$ cat src/rtl/iob_uart_frx_engine_if.sv
// Backend-side bundle of the uart_core byte ports and the byte-wide payload memory port.
// master = FRX engine, slave = uart_core / memory side.
interface iob_uart_frx_engine_if #(
    parameter int ADDR_W = 16
);
    logic              uart_tx_ready_i;
    logic [7:0]        uart_tx_data_o;
    logic              uart_tx_wr_o;
    logic              uart_rx_ready_i;
    logic [7:0]        uart_rx_data_i;
    logic              uart_rx_rd_o;
    logic [ADDR_W-1:0] mem_addr_o;
    logic [7:0]        mem_wdata_o;
    logic              mem_we_o;

    modport master (
        input  uart_tx_ready_i,
        input  uart_rx_ready_i,
        input  uart_rx_data_i,
        output uart_tx_data_o,
        output uart_tx_wr_o,
        output uart_rx_rd_o,
        output mem_addr_o,
        output mem_wdata_o,
        output mem_we_o
    );

    modport slave (
        output uart_tx_ready_i,
        output uart_rx_ready_i,
        output uart_rx_data_i,
        input  uart_tx_data_o,
        input  uart_tx_wr_o,
        input  uart_rx_rd_o,
        input  mem_addr_o,
        input  mem_wdata_o,
        input  mem_we_o
    );
endinterface

$ cat src/rtl/iob_uart_frx_engine.sv
// FRX file-receive responder: requests a file, reads a 4-byte little-endian size,
// acknowledges it and streams the payload into a byte-wide memory port.
module iob_uart_frx_engine #(
    parameter int ADDR_W   = 16,
    parameter int MAX_SIZE = 65536,
    parameter int TIMEOUT  = 1000000
) (
    input  logic        clk_i,
    input  logic        rst_n_i,
    input  logic        start_i,
    output logic        busy_o,
    output logic        done_o,
    output logic        error_o,
    output logic [31:0] file_size_o,
    iob_uart_frx_engine_if.master bus
);

    typedef enum logic [2:0] {
        IDLE,
        SEND_FRX,
        GET_SIZE,
        CHECK,
        SEND_ACK,
        GET_DATA,
        SEND_FIN,
        SEND_EOT
    } state_t;

    localparam logic [7:0]  CODE_FRX   = 8'h08;
    localparam logic [7:0]  CODE_ACK   = 8'h06;
    localparam logic [7:0]  CODE_EOT   = 8'h04;
    localparam logic [31:0] MAX_SIZE_W = 32'(MAX_SIZE);
    localparam logic [31:0] TIMEOUT_W  = 32'(TIMEOUT);

    state_t              r_state;
    logic                r_busy;
    logic                r_done;
    logic                r_error;
    logic [31:0]         r_fileSize;
    logic [31:0]         r_byteCnt;
    logic [31:0]         r_timer;
    logic [7:0]          r_txData;
    logic                r_txWr;
    logic                r_txWrD;
    logic                r_rxRd;
    logic [ADDR_W-1:0]   r_memAddr;
    logic [7:0]          r_memWdata;
    logic                r_memWe;

    state_t              w_stateNext;
    logic                w_txFire;
    logic [7:0]          w_txCode;
    logic                w_isRx;
    logic                w_capture;
    logic                w_timedOut;
    logic                w_enterRx;
    logic                w_startOk;

    // The core keeps rx_ready high during our read strobe, so that cycle is skipped.
    assign w_isRx     = (r_state == GET_SIZE) || (r_state == GET_DATA);
    assign w_capture  = w_isRx && bus.uart_rx_ready_i && !r_rxRd;
    assign w_timedOut = (r_timer == TIMEOUT_W);
    assign w_startOk  = (r_state == IDLE) && start_i;
    assign w_enterRx  = ((w_stateNext == GET_SIZE) || (w_stateNext == GET_DATA))
                        && (w_stateNext != r_state);

    always_comb begin
        w_stateNext = r_state;
        case (r_state)
            IDLE:     if (start_i) w_stateNext = SEND_FRX;
            SEND_FRX: if (r_txWr) w_stateNext = GET_SIZE;
            GET_SIZE: begin
                if (w_capture) begin
                    if (r_byteCnt == 32'd3) w_stateNext = CHECK;
                end else if (w_timedOut) begin
                    w_stateNext = SEND_EOT;
                end
            end
            CHECK:    w_stateNext = (r_fileSize > MAX_SIZE_W) ? SEND_EOT : SEND_ACK;
            SEND_ACK: if (r_txWr) w_stateNext = (r_fileSize == 32'd0) ? SEND_FIN : GET_DATA;
            GET_DATA: begin
                if (w_capture) begin
                    if (r_byteCnt == r_fileSize - 32'd1) w_stateNext = SEND_FIN;
                end else if (w_timedOut) begin
                    w_stateNext = SEND_EOT;
                end
            end
            SEND_FIN: if (r_txWr) w_stateNext = IDLE;
            SEND_EOT: if (r_txWr) w_stateNext = IDLE;
            default:  w_stateNext = IDLE;
        endcase
    end

    // The strobe is launched while entering (or waiting in) a send state, so the
    // registered write lands in the send state itself; tx_ready is stale for two cycles.
    always_comb begin
        w_txCode = CODE_ACK;
        w_txFire = 1'b0;
        case (w_stateNext)
            SEND_FRX: w_txCode = CODE_FRX;
            SEND_EOT: w_txCode = CODE_EOT;
            default:  w_txCode = CODE_ACK;
        endcase
        if ((w_stateNext == SEND_FRX) || (w_stateNext == SEND_ACK) ||
            (w_stateNext == SEND_FIN) || (w_stateNext == SEND_EOT)) begin
            w_txFire = bus.uart_tx_ready_i && !r_txWr && !r_txWrD;
        end
    end

    always_ff @(posedge clk_i) begin
        if (!rst_n_i) begin
            r_state    <= IDLE;
            r_busy     <= 1'b0;
            r_done     <= 1'b0;
            r_error    <= 1'b0;
            r_fileSize <= '0;
            r_byteCnt  <= '0;
            r_timer    <= '0;
            r_txData   <= '0;
            r_txWr     <= 1'b0;
            r_txWrD    <= 1'b0;
            r_rxRd     <= 1'b0;
            r_memAddr  <= '0;
            r_memWdata <= '0;
            r_memWe    <= 1'b0;
        end else begin
            r_state <= w_stateNext;
            r_busy  <= (w_stateNext != IDLE);
            r_done  <= (r_state == SEND_FIN) && r_txWr;
            r_txWr  <= w_txFire;
            r_txWrD <= r_txWr;
            r_rxRd  <= w_capture;
            r_memWe <= w_capture && (r_state == GET_DATA);
            if (w_txFire) begin
                r_txData <= w_txCode;
            end

            if (w_startOk) begin
                r_error    <= 1'b0;
                r_byteCnt  <= '0;
                r_fileSize <= '0;
                r_memAddr  <= '0;
            end else if ((r_state == SEND_EOT) && r_txWr) begin
                r_error <= 1'b1;
            end

            if (w_capture) begin
                if (r_state == GET_SIZE) begin
                    r_fileSize[{r_byteCnt[1:0], 3'b000} +: 8] <= bus.uart_rx_data_i;
                    r_byteCnt <= (r_byteCnt == 32'd3) ? 32'd0 : r_byteCnt + 32'd1;
                end else begin
                    r_memAddr  <= r_byteCnt[ADDR_W-1:0];
                    r_memWdata <= bus.uart_rx_data_i;
                    r_byteCnt  <= r_byteCnt + 32'd1;
                end
            end

            if (w_enterRx || w_capture) begin
                r_timer <= '0;
            end else if (w_isRx) begin
                r_timer <= r_timer + 32'd1;
            end
        end
    end

    assign busy_o          = r_busy;
    assign done_o          = r_done;
    assign error_o         = r_error;
    assign file_size_o     = r_fileSize;
    assign bus.uart_tx_data_o = r_txData;
    assign bus.uart_tx_wr_o   = r_txWr;
    assign bus.uart_rx_rd_o   = r_rxRd;
    assign bus.mem_addr_o     = r_memAddr;
    assign bus.mem_wdata_o    = r_memWdata;
    assign bus.mem_we_o       = r_memWe;

endmodule
$ cat src/flat_wrapper.sv
// flat-port wrapper written by rule: the top's interface ports become plain ports
module iob_uart_frx_engine_flat 
#(
    parameter int ADDR_W   = 16,
    parameter int MAX_SIZE = 65536,
    parameter int TIMEOUT  = 1000000
)
  (clk_i, rst_n_i, start_i, busy_o, done_o, error_o, file_size_o, bus_uart_tx_ready_i, bus_uart_rx_ready_i, bus_uart_rx_data_i, bus_uart_tx_data_o, bus_uart_tx_wr_o, bus_uart_rx_rd_o, bus_mem_addr_o, bus_mem_wdata_o, bus_mem_we_o);
  iob_uart_frx_engine_if #(.ADDR_W(ADDR_W)) bus_i ();
  input  logic clk_i;
  input  logic rst_n_i;
  input  logic start_i;
  output logic busy_o;
  output logic done_o;
  output logic error_o;
  output logic [31:0] file_size_o;
  input wire logic [$bits(bus_i.uart_tx_ready_i)-1:0] bus_uart_tx_ready_i;
  input wire logic [$bits(bus_i.uart_rx_ready_i)-1:0] bus_uart_rx_ready_i;
  input wire logic [$bits(bus_i.uart_rx_data_i)-1:0] bus_uart_rx_data_i;
  output wire logic [$bits(bus_i.uart_tx_data_o)-1:0] bus_uart_tx_data_o;
  output wire logic [$bits(bus_i.uart_tx_wr_o)-1:0] bus_uart_tx_wr_o;
  output wire logic [$bits(bus_i.uart_rx_rd_o)-1:0] bus_uart_rx_rd_o;
  output wire logic [$bits(bus_i.mem_addr_o)-1:0] bus_mem_addr_o;
  output wire logic [$bits(bus_i.mem_wdata_o)-1:0] bus_mem_wdata_o;
  output wire logic [$bits(bus_i.mem_we_o)-1:0] bus_mem_we_o;
  assign bus_i.uart_tx_ready_i = bus_uart_tx_ready_i;
  assign bus_i.uart_rx_ready_i = bus_uart_rx_ready_i;
  assign bus_i.uart_rx_data_i = bus_uart_rx_data_i;
  assign bus_uart_tx_data_o = bus_i.uart_tx_data_o;
  assign bus_uart_tx_wr_o = bus_i.uart_tx_wr_o;
  assign bus_uart_rx_rd_o = bus_i.uart_rx_rd_o;
  assign bus_mem_addr_o = bus_i.mem_addr_o;
  assign bus_mem_wdata_o = bus_i.mem_wdata_o;
  assign bus_mem_we_o = bus_i.mem_we_o;
  iob_uart_frx_engine #(.ADDR_W(ADDR_W), .MAX_SIZE(MAX_SIZE), .TIMEOUT(TIMEOUT)) u_core (.clk_i(clk_i), .rst_n_i(rst_n_i), .start_i(start_i), .busy_o(busy_o), .done_o(done_o), .error_o(error_o), .file_size_o(file_size_o), .bus(bus_i));
endmodule
$ cat config.mk
export PLATFORM = sky130hd
export DESIGN_NAME = iob_uart_frx_engine_flat
export DESIGN_NICKNAME = d
export VERILOG_FILES = /design/src/rtl/iob_uart_frx_engine_if.sv /design/src/rtl/iob_uart_frx_engine.sv /design/src/flat_wrapper.sv
export SDC_FILE = /design/constraint.sdc
export NUM_CORES = 1
export LEC_CHECK = 0
export ABC_CLOCK_PERIOD_IN_PS = 3500
export BUFFER_PORTS_ARGS = -buffer_cell sky130_fd_sc_hd__buf_2
export CORE_AREA = 2 2 147 149
export CTS_CLUSTER_DIAMETER = 50
export DETAILED_ROUTE_END_ITERATION = 8
export DIE_AREA = 0 0 149 151
export HOLD_SLACK_MARGIN = 0.02
export PLACE_DENSITY = 0.51
export SLEW_MARGIN = 0
export SYNTH_ARGS = -nofsm -noshare
export SYNTH_HDL_FRONTEND = slang
export SYNTH_SLANG_ARGS = --single-unit
export TNS_END_PERCENT = 50
$ cat constraint.sdc
create_clock -name clk_i -period 3.5 [get_ports clk_i]
set_input_delay 0.7 -clock clk_i [delete_from_list [all_inputs] [get_ports clk_i]]
set_output_delay 0.7 -clock clk_i [all_outputs]
set_load 0.01 [all_outputs]
==> results.cfg, run 1 <==
[grt]
grt_max_degree = 41
track_usage_pct = 20.2
grt_overflow_total = 0
grt_pass1_wl_mm = 35.9
antenna_found_initial = 0
grt_pass1_vias = 6489

[setup_path]
cp_data_required_time_ps = 3800
cp_max_fo = 30
ff2ff_path_depth = 9
critPathTopFamily = simple AND/OR/NAND/NOR gates
rr_endpoint = u_core.r_timer[18]
crit_arrival_ps = 3510
worstSetupPathType = reg2reg
worstSetupEndpointType = flop
rr_startpoint = u_core.file_size_o[3]
cp-start-kind = flop
path_cells = or4_1, nor4b_4, nand4_1, o21ai_1, a211oi_1, o31a_1, o211ai_1, buf_12, a21oi_1
crit_buf_inv = 1
critical-path-slowest-cell = or4_1
crit_path_max_incr_delay_ps = 710
regToRegSetupSlack_ps = 290

[yosys]
yosys_warnings = 0
async_flop_share_pct = 0
syn_area_um2 = 7240
ys_ff_latch = 133
synthFlopType = dfxtp_1
synth_cell_type_count = 70
avgSynthCellArea_um2 = 7.83
yosysSeqAreaShare_pct = 36.8
synth_edf_count = 0
syn_inst = 925

[routing]
viasPerCell = 5.44
drt_first_pass_iters = 5
ant_nets = 0
drt_wl_total_mm = 22.1
drtIter0Drc = 467
drc_errors = 0
vias = 6882
routedWlPerCell_um = 17.5

[clock_tree]
cts_hold_buffers = 0
numCtsBuffers = 17
clkSlewWorstSetupHoldPaths_ps = 60
cts_tree = done
cts.path.max_buffers = 2
clock_sinks = 133
root_buffer = clkbuf_16
ctsResizeCount = 0
cts_setup_buffers = 0
clock_latency_ps = 430
h-tree-depth = 4

[finish]
num_antenna_cells = 0
num-nets-final = 999
finish.instance_area_um2 = 8450
final_cells = 1265
finish.utilization_pct = 40.6
area_growth_pct = 16.7
drive_above_1_share_pct = 14.7

[power_and_ir_drop]
p_int_mw = 2.57
powerDensity_nw_per_um2 = 410
vdd_drop_max_mv = 0.279
p_leak_nw = 3.31
power_frac_seq_pct = 44.4
clkPwrFrac_pct = 49.7
p_total_mw = 3.46
switching_share_pct = 25.7
power_switching_uw = 890
p_comb_share_pct = 5.9

[floorplanning]
coreArea_um2 = 20800
die_w_um = 149
fp.dieArea_um2 = 22500
dieHeight_um = 151
boundaryPins = 83
initial_utilization_pct = 34.8
rows = 53

[place]
dp_slack_ps = 294
dp_hpwl_mm = 15.8
placed_cells = 1233
placed_area_um2 = 7890
gp_congestion = 0.865
portBuffers = 77

[sta]
finalCritPeriodShare_pct = 91.6
timing.setup.tns_ps = 0
setup_ws_ps = 293
setup_violations = 0
whs_ps = 453
fin_crit_ps = 3210
slew_headroom_pct = 55.1
fmax_ghz = 0.312
grt_setup_unrepaired = no
drv_slew = 0
worstMarginPinSlew_ps = 672
final_hold_viol_count = 0
skew_ps = 15.6

[worst_hold_path]
worstHoldStart = u_core.bus.mem_wdata_o[3]
hold_depth = 2
hold_path_end = u_core.bus.mem_wdata_o[3]
min_path_type = reg2reg

[status]
status = finished clean

[flow_run]
max-cap-violations = 0
[worst reg2reg max path, delay by kind of cell, from the launching register on]
family,cells,cell delay (ps)
simple gates,3,1470
compound gates,5,990
flops,1,380
buf+inv,1,230
[cell families after synthesis]
kind of cell	share of synthesized area [%]
compound gates	17.8
simple gates	29.6
other cells	0.0518
xor+xnor	8.83
flops	36.8
fa+ha+maj	1.56
mux	0.415
buf+inv	4.98
[worst max-delay path by stage]
stage | from | cells past startpoint | end | slack (ps)
floorplan | u_core.file_size_o[2] | 9 | u_core.busy_o | 600
global placement | u_core.file_size_o[3] | 9 | u_core.r_timer[26] | 390
detailed placement | u_core.file_size_o[3] | 9 | u_core.r_timer[18] | 290
CTS | u_core.file_size_o[3] | 9 | u_core.r_timer[18] | 270
global route | u_core.file_size_o[3] | 9 | u_core.r_timer[18] | 40
finish | u_core.file_size_o[3] | 9 | u_core.r_timer[18] | 290
[registers in the layout, summed over array words and instances, names as in the netlist, 3 cells and up]
| signal | count |
|---|---|
| u_core.r_state | 3 |
| u_core.r_timer | 32 |
| u_core.r_byteCnt | 32 |
| u_core.file_size_o | 32 |
| u_core.bus.uart_tx_data_o | 3 |
| u_core.bus.mem_wdata_o | 8 |
| u_core.bus.mem_addr_o | 16 |
[layer usage]
metal	wire length (µm)	part of all wire, %	global-route usage [%]	vias to the layer above
met3	1040	4.7	3.70	17
li1	-	-	-	3420
met1	10300	47	27.0	3256
met5	0	0	0	-
met2	10500	47	33.3	189
met4	288	1.3	6.14	0
[final cells by class]
type | count | area, µm²
inverter | 18 | 67.6
multi-input combinational | 707 | 4230
timing repair buffer | 100 | 583
tap | 275 | 344
clock buffer | 19 | 433
clock inverter | 13 | 125
sequential | 133 | 2660
fill | 2228 | 12400
[power groups by stage]
stage                     Clock, mW  Sequential (mW)  Combinational [mW]
after floorplan                   0             1.56               0.132
after global placement            0             1.57               0.204
after detailed placement          0             1.57               0.204
after CTS                      1.76             1.53               0.205
after global routing           1.84             1.53               0.225
final                          1.72             1.53               0.205
[cells in the final DEF (no fill, tap or decap), types with 10 or more instances in the layout]
master	instances
buf_2	77
nor2_1	118
and3_1	21
nor4_1	21
buf_4	21
xnor2_1	39
xor2_1	34
dfxtp_1	133
and4_1	10
or3_1	10
a22oi_1	34
clkbuf_16	17
nand3_1	36
a21oi_1	60
a31oi_1	18
nand4_1	19
inv_1	17
o21ai_0	34
nand2_1	99
nor3_1	21
[cells in the mapped netlist (6+ instances only)]
master / n / area (µm²)
xor2_1: 34 / 298
a31oi_1: 18 / 113
nor4_1: 21 / 131
nand4_1: 19 / 119
buf_2: 6 / 30.0
nor3b_1: 6 / 45.0
nor3_1: 21 / 105
or4_1: 8 / 60.1
nor4b_1: 8 / 70.1
nand3_1: 36 / 180
a211oi_1: 7 / 52.6
or3_1: 10 / 62.6
nor2_1: 118 / 443
clkbuf_1: 56 / 210
ha_1: 9 / 113
a22oi_1: 34 / 255
and3_1: 21 / 131
o21ai_0: 34 / 170
xnor2_1: 39 / 342
a41oi_1: 6 / 52.6
inv_1: 18 / 67.6
dfxtp_1: 133 / 2660
nand3b_1: 6 / 45.0
a21oi_1: 60 / 300
and4_1: 10 / 87.6
nand2_1: 99 / 372
Power figures use the tool's default switching activity.
==> inputs of run 2 (changes only) <==
--- a/config.mk
+++ b/config.mk
@@ -7,12 +7,14 @@
 export LEC_CHECK = 0
 export ABC_CLOCK_PERIOD_IN_PS = 3500
 export BUFFER_PORTS_ARGS = -buffer_cell sky130_fd_sc_hd__buf_2
+export CELL_PAD_IN_SITES_DETAIL_PLACEMENT = 2
+export CELL_PAD_IN_SITES_GLOBAL_PLACEMENT = 2
 export CORE_AREA = 2 2 147 149
 export CTS_CLUSTER_DIAMETER = 50
 export DETAILED_ROUTE_END_ITERATION = 8
 export DIE_AREA = 0 0 149 151
 export HOLD_SLACK_MARGIN = 0.02
-export PLACE_DENSITY = 0.51
+export PLACE_DENSITY = 0.79
 export SLEW_MARGIN = 0
 export SYNTH_ARGS = -nofsm -noshare
 export SYNTH_HDL_FRONTEND = slang
==> results.cfg, run 2 (synthesized netlist as in run 1, its figures left out) <==
[routing]
drtIter0Drc = 381
routedWlPerCell_um = 22.1
drc_errors = 0
vias = 7452
drt_wl_total_mm = 28.0
viasPerCell = 5.88
drt_first_pass_iters = 4
ant_nets = 0

[finish]
num_antenna_cells = 0
finish.instance_area_um2 = 8580
layout_commonest_cell = dfxtp_1
finish.utilization_pct = 41.2
fillCellCount = 2375
final_cell_mix = 133 x dfxtp_1, 118 x nor2_1, 99 x nand2_1
drive_above_1_share_pct = 15.0
num-nets-final = 1002
area_growth_pct = 18.5

[setup_path]
cp_max_fo = 30
worstSetupPathType = reg2reg
path_cells = or4_1, nor4b_4, nand4_1, nand2_1, nand3b_1, o31a_1, o211ai_1, buf_12, nor2_1
crit_arrival_ps = 3590
regToRegSetupSlack_ps = 220
cp-start-kind = flop
worstSetupEndpointType = flop
cp_data_required_time_ps = 3810
critical-path-slowest-cell = or4_1
crit_path_max_incr_delay_ps = 700
ff2ff_path_depth = 9

[place]
dp_slack_ps = 288
gp_congestion = 0.844
placed_area_um2 = 7910
portBuffers = 77
dp_hpwl_mm = 19.5

[clock_tree]
clock_latency_ps = 440
cts_tree = done
numCtsBuffers = 17
root_buffer = clkbuf_16
clkSlewWorstSetupHoldPaths_ps = 70
ctsResizeCount = 0
cts.path.max_buffers = 2
clock_sinks = 133
h-tree-depth = 4
cts_hold_buffers = 0
cts_setup_buffers = 0

[grt]
met2_usage_pct = 42.0
antenna_found_initial = 0
grt_pass1_wl_mm = 44.8
track_usage_pct = 25.5
grt_overflow_total = 0
gr-usage-met3_pct = 4.91
grt_pass1_vias = 7945
grt_max_degree = 46
gr-usage-met1_pct = 33.7
top_usage_layer = met2

[sta]
fmax_ghz = 0.305
finalCritPeriodShare_pct = 93.7
slew_headroom_pct = 47.2
final_hold_viol_count = 0
skew_ps = 15.3
worstMarginPinSlew_ps = 788
setup_violations = 0
drv_slew = 0
timing.setup.tns_ps = 0
grt_setup_unrepaired = no
setup_ws_ps = 219
fin_crit_ps = 3280

[power_and_ir_drop]
p_total_mw = 3.87
p_leak_nw = 3.39
vdd_drop_max_mv = 0.311
powerDensity_nw_per_um2 = 451

[floorplanning]
dieHeight_um = 151
coreArea_um2 = 20800
initial_utilization_pct = 34.8
fp.dieArea_um2 = 22500
rows = 53
die_w_um = 149
boundaryPins = 83

[flow_run]
max-cap-violations = 0

[worst_hold_path]
min_path_type = reg2reg
hold_depth = 2

[status]
status = finished clean
[run 2: cell count changes in the layout (fill, tap and decap cells not counted)]
cell / previous run / this run
clkinv_4: 3 / 4
bufinv_16: 1 / 6
buf_4: 21 / 24
clkbuf_1: 2 / 1
inv_6: 3 / 0
clkbuf_8: 0 / 1
clkinvlp_4: 5 / 1
[run 2: cell type report]
cell class	instances	area (µm²)	area share [%]
clock buffers	19	443	5.16
multi-input cells	707	4230	49.3
inverters	18	67.6	0.787
clock inverters	12	228	2.65
well taps	275	344	4.01
flip-flops and latches	133	2660	31.0
repair buffers	103	606	7.06
[run 2: power breakdown]
part | leakage [nW] | switching (mW) | internal (mW)
combinational | 2.00 | 0.161 | 0.0671
clock | 0.323 | 0.753 | 1.35
sequential | 1.07 | 0.0100 | 1.52
total | 3.39 | 0.924 | 2.94
[run 2: path summary, 6_finish.rpt]
check / startpoint / end
worst min register to register: u_core.bus.mem_wdata_o[3] / u_core.bus.mem_wdata_o[3]
worst max-delay path: u_core.file_size_o[3] / u_core.r_timer[7]
worst min-delay path: u_core.bus.mem_wdata_o[3] / u_core.bus.mem_wdata_o[3]
worst max register to register: u_core.file_size_o[3] / u_core.r_timer[7]
[run 2: through the flow]
stage | hold WS (ps) | cells
6_report | 452 | 1267
5_1_grt | 482 | 1267
4_1_cts | 456 | 1267
3_5_place_dp | 447 | 1236
3_3_place_gp | 442 | 1236
2_1_floorplan | 454 | 929
[run 2: per-layer routing]
layer | routed length (µm) | vias to the layer above | part of all wire [%]
met5 | 0 | - | 0
met4 | 623 | 0 | 2.2
met3 | 1220 | 48 | 4.4
met2 | 13100 | 177 | 47
met1 | 13000 | 3802 | 47
li1 | - | 3425 | -
[run 2: worst max-delay path: cells and delay by family (launching register included)]
kind / cells / cell delay, ps
buffers and inverters: 1 / 220
AO/OA/AOI/OAI: 2 / 650
flip-flops: 1 / 380
AND/OR/NAND/NOR: 6 / 1880
==> inputs of run 3 (changes only) <==
--- a/config.mk
+++ b/config.mk
@@ -5,7 +5,7 @@
 export SDC_FILE = /design/constraint.sdc
 export NUM_CORES = 1
 export LEC_CHECK = 0
-export ABC_CLOCK_PERIOD_IN_PS = 3500
+export ABC_CLOCK_PERIOD_IN_PS = 3400
 export BUFFER_PORTS_ARGS = -buffer_cell sky130_fd_sc_hd__buf_2
 export CELL_PAD_IN_SITES_DETAIL_PLACEMENT = 2
 export CELL_PAD_IN_SITES_GLOBAL_PLACEMENT = 2
@@ -15,8 +15,8 @@
 export DIE_AREA = 0 0 149 151
 export HOLD_SLACK_MARGIN = 0.02
 export PLACE_DENSITY = 0.79
+export REMOVE_ABC_BUFFERS = 1
 export SLEW_MARGIN = 0
 export SYNTH_ARGS = -nofsm -noshare
 export SYNTH_HDL_FRONTEND = slang
 export SYNTH_SLANG_ARGS = --single-unit
-export TNS_END_PERCENT = 50
==> constraint.sdc (replaced) <==
create_clock -name clk_i -period 3.4 [get_ports clk_i]
set_input_delay 0.68 -clock clk_i [delete_from_list [all_inputs] [get_ports clk_i]]
set_output_delay 0.68 -clock clk_i [all_outputs]
set_load 0.01 [all_outputs]
==> results.cfg, run 3 (synthesized netlist as in run 1, its figures left out) <==
[sta]
skew_ps = 15.1
setup_violations = 0
fmax_ghz = 0.315
slew_headroom_pct = 34.1
worstMarginPinSlew_ps = 989
drv_slew = 0
whs_ps = 459
finalCritPeriodShare_pct = 93.3
final_hold_viol_count = 0
fin_crit_ps = 3170

[grt]
grt_overflow_total = 0
antenna_found_initial = 0
track_usage_pct = 24.7
grt_pass1_wl_mm = 43.0
grt_pass1_vias = 7593
grt_max_degree = 40

[finish]
area_growth_pct = 17.6
num-nets-final = 1005
layout_commonest_cell = dfxtp_1
finish.instance_area_um2 = 8510
num_antenna_cells = 0
final_cell_mix = 133 x dfxtp_1, 118 x nor2_1, 99 x nand2_1
drive_above_1_share_pct = 15.6
fillCellCount = 2427

[setup_path]
cp_max_fo = 30
critical-path-slowest-cell = o31ai_1
ff2ff_path_depth = 10
cp_data_required_time_ps = 3700
path_cells = inv_1, ha_1, nor4bb_1, nand4_1, o31ai_1, a211oi_1, o31a_1, o211ai_1, buf_4, nor2_1
crit_path_max_incr_delay_ps = 510
rr_startpoint = u_core.r_timer[0]
worstSetupEndpointType = flop
crit_arrival_ps = 3480
regToRegSetupSlack_ps = 230
rr_endpoint = u_core.r_timer[16]
worstSetupPathType = reg2reg
cp-start-kind = flop

[worst_hold_path]
hold_path_end = u_core.bus.mem_wdata_o[5]
worstHoldStart = u_core.bus.mem_wdata_o[5]
min_path_type = reg2reg
hold_depth = 2

[routing]
drt_first_pass_iters = 4
routedWlPerCell_um = 21.3
vias = 7171
ant_nets = 0
viasPerCell = 5.64
drt_wl_total_mm = 27.0
drc_errors = 0
drtIter0Drc = 343

[floorplanning]
die_w_um = 149
fp.dieArea_um2 = 22500
dieHeight_um = 151
initial_utilization_pct = 34.8
boundaryPins = 83
rows = 53
coreArea_um2 = 20800

[status]
status = finished clean

[place]
gp_congestion = 0.901
dp_hpwl_mm = 19.4
portBuffers = 77
placed_area_um2 = 7930

[clock_tree]
cts_tree = done
h-tree-depth = 4
root_buffer = clkbuf_16
cts_hold_buffers = 0
cts.path.max_buffers = 2
clock_sinks = 133
numCtsBuffers = 17
clkSlewWorstSetupHoldPaths_ps = 60
clock_latency_ps = 440

[power_and_ir_drop]
powerDensity_nw_per_um2 = 423
p_leak_nw = 3.36
vdd_drop_max_mv = 0.250

[flow_run]
max-cap-violations = 0
## run 3: worst max-delay path, delay by kind of cell, from the launching register on
family,cells,cell delay [ps]
and+or+nand+nor,3,780
AOI/OAI and AO/OA,4,1300
buffers and inverters,2,430
adders and majority gates,1,170
DFF,1,350
## run 3: cell type report
type                    instances  area [µm²]  area share, %
clock buffers                  17         425           5.00
clock inverters                15         135           1.59
inverters                      18        67.6          0.794
multi-input cells             707        4240           49.8
flip-flops and latches        133        2660           31.3
well taps                     275         344           4.04
repair buffers                106         641           7.53
## run 3: per-stage QoR
stage / setup slack (ps) / power, mW / setup TNS [ps] / std cells / utilization (%)
2_1_floorplan: -161 / 1.73 / -4740 / 858 / -
3_3_place_gp: 331 / 1.83 / 0 / 1237 / 38.1
3_5_place_dp: 205 / 1.84 / 0 / 1237 / 38.1
4_1_cts: 146 / 3.64 / 0 / 1269 / 40.8
5_1_grt: -5.83 / 3.72 / -10.1 / 1271 / 40.9
6_report: 227 / 3.60 / 0 / 1271 / 40.9
## run 3: how the worst max path moves through the flow
stage	from	endpoint	slack, ps	cells after the start
global route	u_core.file_size_o[0]	u_core.r_timer[4]	-6	11
floorplan	u_core.file_size_o[2]	u_core.r_timer[10]	-160	8
detailed placement	u_core.file_size_o[4]	u_core.r_timer[4]	200	9
global placement	u_core.file_size_o[4]	u_core.r_timer[26]	330	9
CTS	u_core.file_size_o[4]	u_core.r_timer[12]	150	9
finish	u_core.r_timer[0]	u_core.r_timer[16]	230	10
## run 3: what timing repair did
action                                 4_1_cts  5_1_grt
setup endpoints to repair                    0       30
buffers inserted                             0        2
endpoints found under the hold margin        0        0
resized for setup                            0        1
## run 3: layer usage
| metal | part of all wire (%) | GRT usage (%) | up-vias |
|---|---|---|---|
| met1 | 44 | 30.3 | 3602 |
| li1 | - | - | 3415 |
| met3 | 3.3 | 3.34 | 33 |
| met2 | 50 | 43.7 | 121 |
| met4 | 2.6 | 9.81 | 0 |
| met5 | 0 | 0 | - |
## run 3: power breakdown
part | internal, mW | leakage (nW) | switching, mW
Sequential | 1.57 | 1.07 | 0.0118
Clock | 0.963 | 0.268 | 0.830
Combinational | 0.0666 | 2.02 | 0.164
Total | 2.60 | 3.36 | 1.01
